[config.mk]
export PLATFORM = sky130hd
export DESIGN_NAME = jk_seq_ctrl
export DESIGN_NICKNAME = d
export VERILOG_FILES = /design/src/rtl/jk_seq_pkg.sv /design/src/rtl/jk_bank.sv /design/src/rtl/jk_seq_ctrl.sv
export SDC_FILE = /design/constraint.sdc
export NUM_CORES = 1
export LEC_CHECK = 0
export BUFFER_PORTS_ARGS = -buffer_cell sky130_fd_sc_hd__buf_2
export CAP_MARGIN = 20
export CORE_ASPECT_RATIO = 1.75
export CORE_MARGIN = 3
export CORE_UTILIZATION = 30
export CTS_CLUSTER_SIZE = 25
export DETAILED_ROUTE_END_ITERATION = 6
export SYNTH_ARGS = -nofsm -noshare
export SYNTH_HDL_FRONTEND = slang
export SYNTH_HIERARCHICAL = 1
export SYNTH_SLANG_ARGS = --single-unit
[constraint.sdc]
create_clock -name clk -period 3.4 [get_ports clk]
set_input_delay 0.51 -clock clk [delete_from_list [all_inputs] [get_ports clk]]
set_output_delay 0.51 -clock clk [all_outputs]
set_load 0.05 [all_outputs]
[src/rtl/jk_seq_pkg.sv]
// Shared op encodings and controller states for the JK bank sequencer.
package jk_seq_pkg;

  typedef enum logic [2:0] {
    OP_NOP    = 3'd0,
    OP_CLR    = 3'd1,
    OP_LOAD   = 3'd2,
    OP_UP     = 3'd3,
    OP_DOWN   = 3'd4,
    OP_TOGGLE = 3'd5
  } op_t;

  typedef enum logic [1:0] {
    ST_IDLE = 2'd0,
    ST_EXEC = 2'd1,
    ST_RUN  = 2'd2,
    ST_DONE = 2'd3
  } state_t;

endpackage

[src/rtl/jk_bank.sv]
// Bank of behavioural JK flip-flops with asynchronous active-high clear.
// Pure storage: every J/K decision is made by the controller.
module jk_bank #(
  parameter int WIDTH = 4
) (
  input  logic             clk,
  input  logic             clear,
  input  logic [WIDTH-1:0] j,
  input  logic [WIDTH-1:0] k,
  output logic [WIDTH-1:0] q
);

  // JK flop array: 00 hold, 01 reset, 10 set, 11 toggle
  always_ff @(posedge clk or posedge clear) begin
    if (clear) begin
      q <= '0;
    end else begin
      for (int i = 0; i < WIDTH; i++) begin
        case ({j[i], k[i]})
          2'b01:   q[i] <= 1'b0;
          2'b10:   q[i] <= 1'b1;
          2'b11:   q[i] <= ~q[i];
          default: q[i] <= q[i];
        endcase
      end
    end
  end

endmodule

[src/rtl/jk_seq_ctrl.sv]
// Command sequencer driving a JK flip-flop bank (clear/load/toggle/count).
// Optional build macro JK_SEQ_SAT_EN: counting halts at the limits and raises sat.
module jk_seq_ctrl
  import jk_seq_pkg::*;
#(
  parameter int WIDTH = 4,
  parameter int LEN_W = 4
) (
  input  logic             clk,
  input  logic             clear,
  input  logic             cmd_valid,
  output logic             cmd_ready,
  input  logic [2:0]       cmd_op,
  input  logic [WIDTH-1:0] cmd_data,
  input  logic [LEN_W-1:0] cmd_len,
  output logic [WIDTH-1:0] q,
  output logic             busy,
  output logic             done,
  output logic             sat
);

  state_t           state_r;
  logic [2:0]       op_r;
  logic [WIDTH-1:0] data_r;
  logic [LEN_W-1:0] cnt_r;
  logic             ready_r;
  logic             busy_r;
  logic             done_r;
  logic             sat_r;

  logic [WIDTH-1:0] q_s;
  logic [WIDTH-1:0] j_s;
  logic [WIDTH-1:0] k_s;
  logic [WIDTH-1:0] up_mask_s;
  logic [WIDTH-1:0] dn_mask_s;
  logic             stop_s;

  jk_bank #(.WIDTH(WIDTH)) u_bank (
    .clk   (clk),
    .clear (clear),
    .j     (j_s),
    .k     (k_s),
    .q     (q_s)
  );

  // Synchronous-counter toggle enables: bit i flips when all lower bits are 1 (up) / 0 (down)
  always_comb begin
    logic up_c;
    logic dn_c;
    up_c = 1'b1;
    dn_c = 1'b1;
    for (int i = 0; i < WIDTH; i++) begin
      up_mask_s[i] = up_c;
      dn_mask_s[i] = dn_c;
      up_c = up_c & q_s[i];
      dn_c = dn_c & ~q_s[i];
    end
  end

`ifdef JK_SEQ_SAT_EN
  // Limit reached: the current RUN edge ends the command instead of stepping
  always_comb begin
    if (op_r == OP_UP) begin
      stop_s = &q_s;
    end else begin
      stop_s = ~|q_s;
    end
  end
`else
  assign stop_s = 1'b0;
`endif

  // J/K decode; the bank holds (J=K=0) outside EXEC and RUN
  always_comb begin
    j_s = '0;
    k_s = '0;
    case (state_r)
      ST_EXEC: begin
        case (op_r)
          OP_CLR: begin
            j_s = '0;
            k_s = '1;
          end
          OP_LOAD: begin
            j_s = data_r;
            k_s = ~data_r;
          end
          OP_TOGGLE: begin
            j_s = data_r;
            k_s = data_r;
          end
          default: begin
            j_s = '0;
            k_s = '0;
          end
        endcase
      end
      ST_RUN: begin
        if (stop_s) begin
          j_s = '0;
          k_s = '0;
        end else if (op_r == OP_UP) begin
          j_s = up_mask_s;
          k_s = up_mask_s;
        end else begin
          j_s = dn_mask_s;
          k_s = dn_mask_s;
        end
      end
      default: begin
        j_s = '0;
        k_s = '0;
      end
    endcase
  end

  // Controller FSM; status outputs are registered alongside the state
  always_ff @(posedge clk or posedge clear) begin
    if (clear) begin
      state_r <= ST_IDLE;
      op_r    <= 3'd0;
      data_r  <= '0;
      cnt_r   <= '0;
      ready_r <= 1'b1;
      busy_r  <= 1'b0;
      done_r  <= 1'b0;
      sat_r   <= 1'b0;
    end else begin
      case (state_r)
        ST_IDLE: begin
          if (cmd_valid) begin
            op_r    <= cmd_op;
            data_r  <= cmd_data;
            cnt_r   <= cmd_len;
            sat_r   <= 1'b0;
            ready_r <= 1'b0;
            busy_r  <= 1'b1;
            case (cmd_op)
              OP_CLR, OP_LOAD, OP_TOGGLE: begin
                state_r <= ST_EXEC;
              end
              OP_UP, OP_DOWN: begin
                if (cmd_len == {LEN_W{1'b0}}) begin
                  state_r <= ST_DONE;
                  done_r  <= 1'b1;
                end else begin
                  state_r <= ST_RUN;
                end
              end
              default: begin
                state_r <= ST_DONE;
                done_r  <= 1'b1;
              end
            endcase
          end else begin
            state_r <= ST_IDLE;
          end
        end
        ST_EXEC: begin
          state_r <= ST_DONE;
          done_r  <= 1'b1;
        end
        ST_RUN: begin
          if (stop_s) begin
            cnt_r   <= '0;
            sat_r   <= 1'b1;
            state_r <= ST_DONE;
            done_r  <= 1'b1;
          end else begin
            cnt_r <= cnt_r - LEN_W'(1);
            if (cnt_r == LEN_W'(1)) begin
              state_r <= ST_DONE;
              done_r  <= 1'b1;
            end else begin
              state_r <= ST_RUN;
            end
          end
        end
        ST_DONE: begin
          state_r <= ST_IDLE;
          done_r  <= 1'b0;
          ready_r <= 1'b1;
          busy_r  <= 1'b0;
        end
        default: begin
          state_r <= ST_IDLE;
          done_r  <= 1'b0;
          ready_r <= 1'b1;
          busy_r  <= 1'b0;
        end
      endcase
    end
  end

  assign q         = q_s;
  assign cmd_ready = ready_r;
  assign busy      = busy_r;
  assign done      = done_r;
  assign sat       = sat_r;

endmodule

==> results of run 1 <==
[sequential cells by signal, indices dropped and copies added, names as in the netlist]
register	count
data_r	4
done	1
cnt_r	4
u_bank/q	4
op_r	3
state_r	2
cmd_ready	1
busy	1
[power groups by stage]
stage,logic [W],registers (W),clock network (W)
final,0.000824,0.000493,0.000161
after global routing,0.000920,0.000520,0.000180
after CTS,0.000835,0.000496,0.000169
after detailed placement,0.000830,0.000501,0
after global placement,0.000824,0.000499,0
after floorplan,0.000529,0.000614,0
[cell families after synthesis]
| family | after synthesis | share of synthesized area |
|---|---|---|
| AOI/OAI and AO/OA | 43 | 0.2019 |
| xor gates and xnor gates | 1 | 0.006732 |
| adders and majority gates | 7 | 0.06730 |
| buffers and inverters | 16 | 0.05096 |
| DFF | 20 | 0.3856 |
| muxes | 10 | 0.08366 |
| other | 1 | 0.002882 |
| and+or+nand+nor | 46 | 0.2010 |
[per-stage QoR]
stage / util / total power, W / setup slack (ns) / instances
floorplan: - / 0.001143 / 1.951 / 144
global placement: 0.3473 / 0.001323 / 1.586 / 209
detailed placement: 0.3473 / 0.001331 / 1.517 / 209
CTS: 0.3582 / 0.001500 / 1.507 / 213
global route: 0.3582 / 0.001620 / 1.336 / 213
finish: 0.3582 / 0.001478 / 1.511 / 213
[synth_stat cells, types with 3 or more instances]
cell type,n,area share
mux2i_1,3,0.023
dfrtp_1,19,0.37
nand2_1,9,0.026
inv_1,11,0.032
nor3b_1,3,0.017
nor2b_1,5,0.024
nand3_1,4,0.015
mux2_2,7,0.061
a21oi_1,19,0.073
nor2_1,8,0.023
o21ai_0,9,0.035
o22ai_1,3,0.014
nand2b_1,3,0.014
ha_1,7,0.067
[final cells by class]
type	instances	area share
multi-input combinational	108	0.4933
sequential	20	0.3375
tap	49	0.04125
inverter	12	0.03030
clock buffer	4	0.03030
timing repair buffer	20	0.06734
[final timing paths]
path / end / start / cells past startpoint / slack, ns
setup reg to reg: done / state_r[0] / 6 / 1.51
hold / removal: u_bank/q[2] / clear / 2 / 0.12
setup / recovery: done / state_r[0] / 6 / 1.51
max in group asynchronous: busy / clear / 2 / 2.62
hold reg to reg: u_bank/q[3] / u_bank/q[3] / 1 / 0.48
min in group clk: u_bank/q[3] / u_bank/q[3] / 1 / 0.48
[per-layer routing]
metal	up-vias	share of wire	track usage	wire (µm)
met1	516	0.42	0.1245	1179
li1	551	-	-	-
met5	-	0	0	0
met4	0	0.019	0.04868	53
met2	19	0.53	0.2243	1490
met3	5	0.037	0.02210	105
==> impl_results.md, run 1 <==
* Post-synth cell types at 42
* Initial Util at 0.3135
* CTS tree: built
* Std cell rows at 31
* CTS root buf: clkbuf_8
* Die width at ~56 µm
* DRT Wirelength at 2828 µm
* Int Pwr at 0.0007623 W
* Syn nets at 165
* Die Span Y at 93.13 µm
* Fin. Hold Viols at 0
* Crit end category: flop
* Fill cell count at around 430
* Area of the multi-input gates at 733.2 µm²
* Drt first pass iters at 4
* GP Congestion at 0.8087
* Logic gate share of total power at 0.558
* Share of post-route cells with drive strength above 1 at 0.2073
* Hold crit path type: in2async
* Initial antenna violation count at 0
* Layout net count at 186
* Antenna viol nets, final at 0
* Worst EP required at 3.55 ns
* Most common cell after layout, fill and taps aside: buf_2
* IO Count at 22
* Via/cell ratio at 5.122
* Worst Path Arrival at 2.04 ns
* Synth Instances at between 100 and 150
* Remaining DRCs at 0
* Clk pwr share at 0.109
* Min cycle time layout at 1.889 ns
* Worst-path cell chain: inv_1, ha_1, inv_1, o2111a_1, a211oi_1, a21oi_1
* VDD IR max at around 0.49 mV
* Vias in the first global route at between 1000 and 1500
* Leakage power at approximately 0.63 nW
* CP max stage cell: ha_1
* Synth Flop Type: dfrtp_1
* Die Footprint at slightly above 5000 µm²
* Sw frac at 0.4844
* DRT iter0 DRCs at 15
* Final Cell Area at between 1000 and 1500 µm²
* Register area share after synthesis at 0.3856
* Commonest non-fill, non-tap cells in the layout: buf_2, a21oi_1, dfrtp_1
* Tcrit/Tclk final at 0.5555
* CP max stage delay at around 0.5 ns
* Core Region at 4150 µm²
* Mapped Avg Cell Area at approximately 9.0 µm²
* Critical path class: reg2reg
* Seq pwr share at 0.334
* I/O Buffers at 20
* Slew HR at 0.5500
* Setup TNS Final at 0 ns
* Clock Skews at 0.003223 ns
* Global Route Usage Sum at 0.1182
* ANT cells at 0
* Post-DP HPWL at 2216 µm
* Clock Latency Late Sink at 0.26 ns
* DP Area at 1441 µm²
* Post-cts sizing count at 0
* Synth async-reset ratio at 1.000
* F_max at around 0.53 GHz
* Post-CTS Setup Repair Bufs at 0
* CTS Buffer Depth at 2
* Drt wl/cell at 13.28 µm
* Total global routing overflow at 0
* TritonCTS Buffers at 3
* EDFF count, synth at 0
* First-pass GRT wire length at 4878 µm
* Warnings from Yosys at 6
* Seq cells post-synth at 20
* CTS Hold Bufs at 0
* DR vias at 1091
* Largest delay contributor family on the critical path: compound AO/OA/AOI/OAI gates
* Crit path buffers/inverters at 2
* Power Dens Cells at 994.6 nW/µm²
* Worst setup SP type: flop
* Max-slew violation count at 0
* Largest net degree at the start of global routing at 17
* Outcome: finished, final reports clean
* FF/Latch Area at 501.7 µm²
* Final-report setup violation count at 0
* Clock slew at reported path FFs at 0.07 ns
* Sink Count at 20
* Least-Margin Pin Slew at 0.6743 ns
* Area grow syn2layout at 14.23%
* P_sw at 0.0007162 W
* H-tree levels at 1
* Crit-path max FO at 15
* RSZ-0062 raised after global routing: no
* Hold WS at roughly 0.12 ns
* Mapped cell area at between 1000 and 1500 µm²
* Max-Cap Viols at 0
* Most frequent CP cell: inv_1
Power figures use the tool's default switching activity.
==> run 2, diff against run 1 <==
==> constraint.sdc (replaced) <==
create_clock -name clk -period 1.6 [get_ports clk]
set_input_delay 0.24 -clock clk [delete_from_list [all_inputs] [get_ports clk]]
set_output_delay 0.24 -clock clk [all_outputs]
set_load 0.05 [all_outputs]
==> run 2 against run 1 <==
Sequential share of layout area fell by 3.4 points. Register-to-register slack got worse by 1.5 ns. Cell count increased by 6.1%. Critical path depth unchanged. Final area increased by 11%. Sequential power grew 110%. Largest power group unchanged. Hold slack gained 0.081 ns. Clock power grew to 3.1 times the previous value. Via count is 6.7% higher. Largest cell class unchanged. Non-clock buffer count is 13 higher.
==> impl_results.md, run 2 (same netlist as run 1, synthesis figures left out) <==
* Outcome: finished, final reports clean
* CTS tree: built
* Largest regs: cnt_r (4), data_r (4), u_bank/q (4)
* Die Span Y at slightly above 90 µm
* IO Count at 22
* GP Congestion at 0.7885
* Leakage power at 0.7102 nW
* VDD IR max at ~1.1 mV
* Crit-path max FO at 4
* Worst setup SP type: flop
* F_max at 0.6458 GHz
* Worst EP required at 1.79 ns
* Critical path class: reg2reg
* DRT iter0 DRCs at 27
* Min cycle time layout at between 1.5 and 2 ns
* Most common cell after layout, fill and taps aside: buf_2
* Power Dens Cells at 2199 nW/µm²
* Max-Cap Viols at 0
* Hold WS at just over 0.2 ns
* Vias in the first global route at 1153
* Largest net degree at the start of global routing at 17
* R2r worst-path depth at 6
* Seq pwr share at 0.284
* Via/cell ratio at 5.150
* Sink Count at 20
* Crit end category: flop
* CP max stage cell: or3b_4
* Slew HR at 0.5560
* Setup crit end: u_bank/q[3]
* Antenna viol nets, final at 0
* R2R Path End: u_bank/q[3]
* Initial antenna violation count at 0
* Core Region at 4150 µm²
* Clock Skews at 0.009131 ns
* DR vias at 1164
* RSZ-0062 raised after global routing: yes
* Int Pwr at 0.001987 W
* Die width at 55.79 µm
* Commonest non-fill, non-tap cells in the layout: buf_2, dfrtp_1, a21oi_1
* Drt wl/cell at about 13 µm
* Logic gate share of total power at 0.576
* Worst Path Arrival at 1.74 ns
* Least-Margin Pin Slew at 0.6652 ns
* CP max stage delay at between 0.4 and 0.5 ns
* Tcrit/Tclk final at 0.9677
* CTS Buffer Depth at 2
* Max-slew violation count at 0
* ANT cells at 0
* Clock Latency Late Sink at 0.26 ns
* First-pass GRT wire length at around 5000 µm
* H-tree levels at 1
* Die Footprint at roughly 5200 µm²
* Area grow syn2layout at 27.02%
* Final-report setup violation count at 0
* CTS root buf: clkbuf_8
* TritonCTS Buffers at 3
* Clock slew at reported path FFs at 0.08 ns
* Total global routing overflow at 0
* Layout net count at 199
* Remaining DRCs at 0
* Drt first pass iters at 4
* Post-DP HPWL at between 2000 and 2500 µm
* P_sw at roughly 0.0016 W
* Global Route Usage Sum at 0.1244
* I/O Buffers at 20
* Reg2reg start: op_r[2]
* Hold crit path type: in2reg
* Worst-path cell chain: or3b_4, a21boi_4, nand2_1, a21oi_2, inv_1, mux2i_1
* DRT Wirelength at 3046 µm
* Post-Route Utilization at 0.3983
* Clk pwr share at 0.139
* Initial Util at 0.3135
* Std cell rows at 31
* Share of post-route cells with drive strength above 1 at 0.3220
* Fin. Hold Viols at 0
* Worst setup path startpoint: op_r[2]
* R2R Setup Slk at 0.05 ns
* Sw frac at 0.4533
[run 2: changes by cell type in the layout (fill, tap and decap cells not counted), moves of 3 or more]
cell | previous run | this run
nand2_2 | 0 | 3
a21oi_2 | 0 | 4
a21oi_1 | 19 | 15
buf_4 | 0 | 12
nand2_1 | 9 | 6
[run 2: worst min path at each step]
| stage | start | end | slack (ns) | depth (start not counted) |
|---|---|---|---|---|
| 2_1_floorplan | clear | u_bank/q[0] | 0.006 | 1 |
| 3_3_place_gp | clear | u_bank/q[0] | 0.14 | 2 |
| 3_5_place_dp | clear | u_bank/q[0] | 0.14 | 2 |
| 4_1_cts | cmd_data[3] | data_r[3] | 0.20 | 2 |
| 5_1_grt | cmd_data[3] | data_r[3] | 0.19 | 2 |
| 6_report | cmd_data[3] | data_r[3] | 0.20 | 2 |
[run 2: per-layer routing]
metal	track usage	share of wire	vias up
met5	0	0	-
met4	0.04665	0.015	0
met2	0.2302	0.55	24
met1	0.1405	0.39	551
li1	-	-	585
met3	0.01934	0.041	4
[run 2: critical path, delay by kind of cell (launching register included)]
family / cells / cell delay (ns)
buffers and inverters: 1 / 0.05
multiplexers: 1 / 0.11
AO/OA/AOI/OAI: 2 / 0.36
AND/OR/NAND/NOR: 2 / 0.54
flip-flops: 1 / 0.42
[run 2: cell type report]
class | count | area (µm²)
clock buffer | 3 | 41.29
clock inverter | 1 | 30.03
fill | 426 | 2497
inverter | 12 | 45.04
multi-input combinational | 108 | 773.2
sequential | 20 | 501.7
tap | 49 | 61.31
timing repair buffer | 33 | 200.2
[run 2: metrics by stage]
stage	setup WS, ns	cell area, µm²	setup TNS [ns]	cells	total power (W)
after global placement	0.06794	1509	0	218	0.002966
after detailed placement	0.02519	1509	0	218	0.002980
final	0.05162	1653	0	226	0.003635
after floorplan	0.1506	1301	0	144	0.002429
after CTS	0.01661	1590	0	223	0.003516
after global routing	-0.03817	1653	-0.1176	226	0.003958
[run 2: power by group through the flow]
stage	logic, W	clock network (W)	registers (W)
6_report	0.00209	0.000506	0.00103
5_1_grt	0.00233	0.000552	0.00108
4_1_cts	0.00196	0.000530	0.00103
3_5_place_dp	0.00194	0	0.00104
3_3_place_gp	0.00194	0	0.00103
2_1_floorplan	0.00113	0	0.00130
[run 2: repair_timing]
action	4_1_cts	5_1_grt
buffers inserted	0	3
gates resized for setup	0	11
setup endpoints to repair	0	13
hold endpoints to repair	4	0
hold buffers	1	0
